## src/rtl/sram_ctrl_pkg.sv

```systemverilog
// rtl/sram_ctrl_pkg.sv - shared types and constants for the SRAM stream controller
package sram_ctrl_pkg;

  localparam int DATA_WIDTH = 32;
  localparam int ADDR_WIDTH = 6;
  localparam int RAM_DEPTH  = 1 << ADDR_WIDTH;
  localparam int RSP_DEPTH  = 2;
  localparam int RSP_CNT_W  = $clog2(RSP_DEPTH + 1);

  typedef enum logic {
    INIT = 1'b0,
    RUN  = 1'b1
  } state_t;

endpackage

```

## src/rtl/sram_rsp_fifo.sv

```systemverilog
// rtl/sram_rsp_fifo.sv - two-entry read-response FIFO with a registered head
module sram_rsp_fifo
  import sram_ctrl_pkg::*;
#(
  parameter int WIDTH = DATA_WIDTH
) (
  input  logic                 clk,
  input  logic                 rst_n,
  input  logic                 push,
  input  logic [WIDTH-1:0]     din,
  input  logic                 pop,
  output logic [WIDTH-1:0]     dout,
  output logic                 valid,
  output logic [RSP_CNT_W-1:0] count
);

  logic [WIDTH-1:0] head_q;
  logic [WIDTH-1:0] tail_q;
  logic             do_pop;
  logic             full;

  assign full   = (count == RSP_CNT_W'(RSP_DEPTH));
  assign do_pop = pop & (count != '0);
  assign valid  = (count != '0);
  assign dout   = head_q;

  // Head always holds the oldest entry so the output never passes through a mux.
  always_ff @(posedge clk or negedge rst_n) begin
    if (!rst_n) begin
      head_q <= '0;
      tail_q <= '0;
      count  <= '0;
    end else begin
      case ({push, do_pop})
        2'b10: begin
          if (!full) begin
            if (count == '0) head_q <= din;
            else             tail_q <= din;
            count <= count + 1'b1;
          end
        end
        2'b01: begin
          head_q <= tail_q;
          count  <= count - 1'b1;
        end
        2'b11: begin
          if (count == RSP_CNT_W'(1)) begin
            head_q <= din;
          end else begin
            head_q <= tail_q;
            tail_q <= din;
          end
        end
        default: ;
      endcase
    end
  end

  // The read-credit rule upstream must keep pushes away from a full FIFO.
  sva_no_overflow: assert property (@(posedge clk) disable iff (!rst_n)
    !(push && full && !do_pop));

endmodule

```

## src/rtl/sram_stream_ctrl.sv

```systemverilog
// rtl/sram_stream_ctrl.sv - request/response stream front end for a 64x32 SRAM macro
module sram_stream_ctrl #(
  parameter int DATA_WIDTH = sram_ctrl_pkg::DATA_WIDTH,
  parameter int ADDR_WIDTH = sram_ctrl_pkg::ADDR_WIDTH
) (
  input  logic                  clk,
  input  logic                  rst_n,
  input  logic                  req_valid,
  output logic                  req_ready,
  input  logic                  req_we,
  input  logic [ADDR_WIDTH-1:0] req_addr,
  input  logic [DATA_WIDTH-1:0] req_wdata,
  output logic                  rsp_valid,
  input  logic                  rsp_ready,
  output logic [DATA_WIDTH-1:0] rsp_rdata,
  output logic                  init_done,
  output logic                  sram_we,
  output logic                  sram_wmask,
  output logic [ADDR_WIDTH-1:0] sram_addr,
  output logic [DATA_WIDTH-1:0] sram_din,
  input  logic [DATA_WIDTH-1:0] sram_dout
);

  import sram_ctrl_pkg::*;

  state_t                 state_q;
  state_t                 state_d;
  logic [ADDR_WIDTH-1:0]  init_cnt;
  logic                   inflight_q;
  logic [RSP_CNT_W-1:0]   fifo_count;
  logic                   pop;
  logic                   rd_credit;
  logic                   rd_accept;
  logic [2:0]             occupancy;
  logic [2:0]             limit;

  assign pop       = rsp_valid & rsp_ready;
  assign occupancy = 3'(fifo_count) + 3'(inflight_q);
  assign limit     = 3'(RSP_DEPTH) + 3'(pop);
  // A slot freed by this cycle's pop may be reused by a read accepted now.
  assign rd_credit = (occupancy < limit);
  assign rd_accept = req_valid & req_ready & ~req_we;

  // State register.
  always_ff @(posedge clk or negedge rst_n) begin
    if (!rst_n) state_q <= INIT;
    else        state_q <= state_d;
  end

  // Next state and SRAM/request-channel outputs; RUN passes the request straight to the macro.
  always_comb begin
    state_d    = state_q;
    sram_we    = 1'b0;
    sram_wmask = 1'b1;
    sram_addr  = req_addr;
    sram_din   = req_wdata;
    req_ready  = 1'b0;
    init_done  = 1'b0;
    case (state_q)
      INIT: begin
        sram_we   = rst_n;
        sram_addr = init_cnt;
        sram_din  = '0;
        if (init_cnt == '1) state_d = RUN;
      end
      RUN: begin
        init_done = 1'b1;
        req_ready = req_we | rd_credit;
        sram_we   = req_valid & req_we;
      end
      default: state_d = INIT;
    endcase
  end

  // Zero-fill address counter, one word per cycle while in INIT.
  always_ff @(posedge clk or negedge rst_n) begin
    if (!rst_n)                init_cnt <= '0;
    else if (state_q == INIT)  init_cnt <= init_cnt + 1'b1;
  end

  // Marks the cycle in which the macro presents data for the previous read accept.
  always_ff @(posedge clk or negedge rst_n) begin
    if (!rst_n) inflight_q <= 1'b0;
    else        inflight_q <= rd_accept;
  end

  sram_rsp_fifo #(
    .WIDTH (DATA_WIDTH)
  ) u_rsp_fifo (
    .clk   (clk),
    .rst_n (rst_n),
    .push  (inflight_q),
    .din   (sram_dout),
    .pop   (pop),
    .dout  (rsp_rdata),
    .valid (rsp_valid),
    .count (fifo_count)
  );

endmodule

```

## config.mk

```make
export PLATFORM = sky130hd
export DESIGN_NAME = sram_stream_ctrl
export DESIGN_NICKNAME = d
export VERILOG_FILES = /design/src/rtl/sram_ctrl_pkg.sv /design/src/rtl/sram_rsp_fifo.sv /design/src/rtl/sram_stream_ctrl.sv
export SDC_FILE = /design/constraint.sdc
export NUM_CORES = 1
export LEC_CHECK = 0
export BUFFER_PORTS_ARGS = -buffer_cell sky130_fd_sc_hd__buf_2
export CORE_MARGIN = 2
export CORE_UTILIZATION = 40
export CTS_CLUSTER_SIZE = 30
export DETAILED_ROUTE_END_ITERATION = 8
export PLACE_DENSITY = 0.68
export SYNTH_ARGS = -nofsm -noshare
export SYNTH_HDL_FRONTEND = slang
export SYNTH_SLANG_ARGS = --single-unit
```

## constraint.sdc

```tcl
create_clock -name clk -period 2.1 [get_ports clk]
set_clock_uncertainty 0.1 [all_clocks]
set_input_delay 0.42 -clock clk [delete_from_list [all_inputs] [get_ports clk]]
set_output_delay 0.42 -clock clk [all_outputs]
set_load 0.01 [all_outputs]
```

==> impl_metrics.json <==
{
  "outcome": "finished, violations left",
  "violations": "setup timing",
  "route.vias.total": 3212,
  "n_antenna_cell": 0,
  "intPower_uw": 3030,
  "rsz0062_at_grt": "yes",
  "hold_path.class": "in -> reg",
  "design.final.nets": 577,
  "clk_root_buffer_cell": "sky130_fd_sc_hd__clkbuf_8",
  "setup-tns-final_ns": -0.240,
  "syn2layout_area_growth_pct": 30.2,
  "total_leakage_power_uw": 0.00248,
  "cts_max_path_buffers": 2,
  "maxCapViolCount": 0,
  "fmax_ghz": 0.427,
  "synth-seq-cells": 74,
  "timing.max_slew.rel_slack_pct": 38.8,
  "core_region_area_um2": 9240,
  "hold_violations": 0,
  "power.switching_fraction_pct": 33.0,
  "seq_power_share_pct": 42.8,
  "totalWireLength_um": 9580,
  "crit_fanout": 3,
  "timing.critical_path.from_type": "register",
  "timing.critical_path.cells": "ha_1 -> or3b_1 -> a211o_1 -> nand2_1 -> buf_2",
  "cts-buffers-inserted": 9,
  "setup.worst_path.end_class": "output port",
  "port-buffer-count": 148,
  "netlist_area_um2": 3790,
  "overflow": 0,
  "synth-warning-count": 0,
  "p_clk_share_pct": 24.7,
  "pin_count_of_the_biggest_net_entering_global_routing": 75,
  "timing.critical_path.max_delay_family": "flip-flops",
  "combPwrFrac_pct": 32.5,
  "initial_core_util_pct": 41.1,
  "num_io_pins": 150,
  "critPathMaxStageDelay_ns": 0.41,
  "drt-initial-drc-count": 114,
  "total_switching_power_uw": 1490,
  "placer_congestion_estimate": 0.776,
  "drive_above_1_share_pct": 45.4,
  "die_h_um": 101,
  "worst_skew_pair.late_latency_ns": 0.34,
  "worst_slew_pin_slew_ns": 0.918,
  "grt_usage_pct": 19.4,
  "synthArstFlopShare_pct": 100,
  "synth_cells": 350,
  "post_synth_num_cell_types": 35,
  "drc_errors": 0,
  "cts_tree": "done",
  "worst_hold_slack_ns": 0.158,
  "core.rowCount": 35,
  "detail_route.vias_per_cell": 5.11,
  "drt-wirelength-per-cell_um": 15.2,
  "period_share_pct": 111,
  "place.detailed.hpwl_um": 6620,
  "worst-path-buf-inv": 1,
  "clkSlewWorstSetupHoldPaths_ns": 0.07,
  "critPathKind": "reg -> out",
  "drt_first_pass_iters": 4,
  "synth.net_count": 431,
  "slowest_stage": "sky130_fd_sc_hd__dfrtp_1",
  "fp.dieW_um": 101,
  "worst_ep_required_time_ns": 1.58,
  "cell_area_power_density_nw_per_um2": 916,
  "h-tree-depth": 3,
  "setup_viol": 1,
  "final_ws_setup_ns": -0.240,
  "first_pass_grt_wire_length_um": 15700,
  "ys_seq_area_share_pct": 48.8,
  "postSynth.topFlopCell": "sky130_fd_sc_hd__dfrtp_1",
  "tritoncts_num_sinks": 74,
  "antenna_violating_nets_post_route": 0,
  "grt_pass1_vias": 3237,
  "cp_data_arrival_time_ns": 1.82,
  "die_area_um2": 10300,
  "syn_avg_cell_area_um2": 10.8,
  "slew_violations": 0,
  "number_of_enable_flip_flop_cells_after_synthesis": 0,
  "fin_total_pwr_uw": 4520,
  "layout_min_cycle_time_ns": 2.34,
  "antenna_found_initial": 0,
  "peak_ir_drop_on_the_vdd_network_mv": 0.335
}
## through the flow
step | area [um2] | setup slack [ns] | utilization, % | instances
2_1_floorplan | 3790 | 0.0978 | - | 350
3_3_place_gp | 4720 | 0.0643 | 51.1 | 612
3_5_place_dp | 4720 | 0.0213 | 51.1 | 612
4_1_cts | 4940 | -0.263 | 53.5 | 629
5_1_grt | 4940 | -0.338 | 53.5 | 629
6_report | 4940 | -0.240 | 53.5 | 629
## synthesized netlist by cell type, types with 6 or more instances
library cell,number,area (um2)
sky130_fd_sc_hd__a31oi_1,32,200
sky130_fd_sc_hd__mux2_4,30,450
sky130_fd_sc_hd__mux2_2,9,101
sky130_fd_sc_hd__o21ai_0,33,165
sky130_fd_sc_hd__ha_1,6,75.1
sky130_fd_sc_hd__nor3_1,32,160
sky130_fd_sc_hd__and2_1,33,206
sky130_fd_sc_hd__nand3_1,33,165
sky130_fd_sc_hd__dfrtp_1,74,1850
sky130_fd_sc_hd__buf_2,19,95.1
## power groups by stage
stage | logic [uW] | registers [uW] | clock network [uW]
floorplan | 687 | 2090 | 0
CTS | 1490 | 1940 | 1150
finish | 1470 | 1930 | 1120
global placement | 1440 | 1950 | 0
global route | 1630 | 1970 | 1220
detailed placement | 1470 | 1960 | 0
## per-layer routing
metal | global-route usage (%) | part of all wire [%] | wire (um) | vias to the layer above
met2 | 31.5 | 49 | 4670 | 93
met3 | 3.17 | 4.1 | 391 | 8
met5 | 0 | 0 | 0 | -
met1 | 26.0 | 46 | 4410 | 1565
met4 | 7.59 | 1.1 | 102 | 0
li1 | - | - | - | 1546
## kinds of logic after synthesis
kind of cell	Yosys count	synth area share (%)
AOI/OAI and AO/OA	70	10.7
xor gates and xnor gates	6	1.39
adders and majority gates	6	1.98
buffers and inverters	37	5.14
DFF	74	48.8
muxes	42	15.3
other	1	0.0988
and+or+nand+nor	114	16.6
## final timing paths
check,from,to,slack (ns),depth (start not counted)
max,u_rsp_fifo.count[0],req_ready,-0.24,5
min,req_we,inflight_q,0.16,2
max reg2reg,u_rsp_fifo.count[0],u_rsp_fifo.dout[11],0.18,7
min reg2reg,init_cnt[5],init_cnt[5],0.41,1
max in group asynchronous,rst_n,u_rsp_fifo.count[0],1.07,2
min in group asynchronous,rst_n,u_rsp_fifo.dout[10],0.24,2
## what timing repair did
item	CTS	global route
pin swaps	1	0
setup buffers	2	0
gates resized for setup	2	0
setup endpoints to repair	1	1
hold buffers	0	0
## area by class of cell
class	count	area, um2
fillers	848	4300
clock inverters	4	51.3
clock buffers	11	151
flip-flops and latches	74	1850
repair buffers	167	948
multi-input cells	239	1760
well taps	129	161
inverters	5	18.8
## sequential cells by signal, indices dropped and copies added, names as in the netlist
register / cells
u_rsp_fifo.count: 2
u_rsp_fifo.dout: 32
inflight_q: 1
init_cnt: 6
state_q: 1
u_rsp_fifo.tail_q: 32
## placed cells by master, fill, tap and decap left out, types with 2 or more instances in the layout
master,n
sky130_fd_sc_hd__a31oi_1,32
sky130_fd_sc_hd__and2_1,33
sky130_fd_sc_hd__buf_12,5
sky130_fd_sc_hd__buf_2,147
sky130_fd_sc_hd__buf_4,15
sky130_fd_sc_hd__clkbuf_8,11
sky130_fd_sc_hd__dfrtp_1,74
sky130_fd_sc_hd__ha_1,5
sky130_fd_sc_hd__inv_1,4
sky130_fd_sc_hd__mux2_2,9
sky130_fd_sc_hd__mux2_4,30
sky130_fd_sc_hd__mux2i_1,3
sky130_fd_sc_hd__nand2_1,5
sky130_fd_sc_hd__nand2b_1,2
sky130_fd_sc_hd__nand3_1,33
sky130_fd_sc_hd__nor2_1,2
sky130_fd_sc_hd__nor3_1,32
sky130_fd_sc_hd__o21ai_0,33
sky130_fd_sc_hd__xnor2_1,5
No activity file was read; power rests on OpenSTA's default activity.
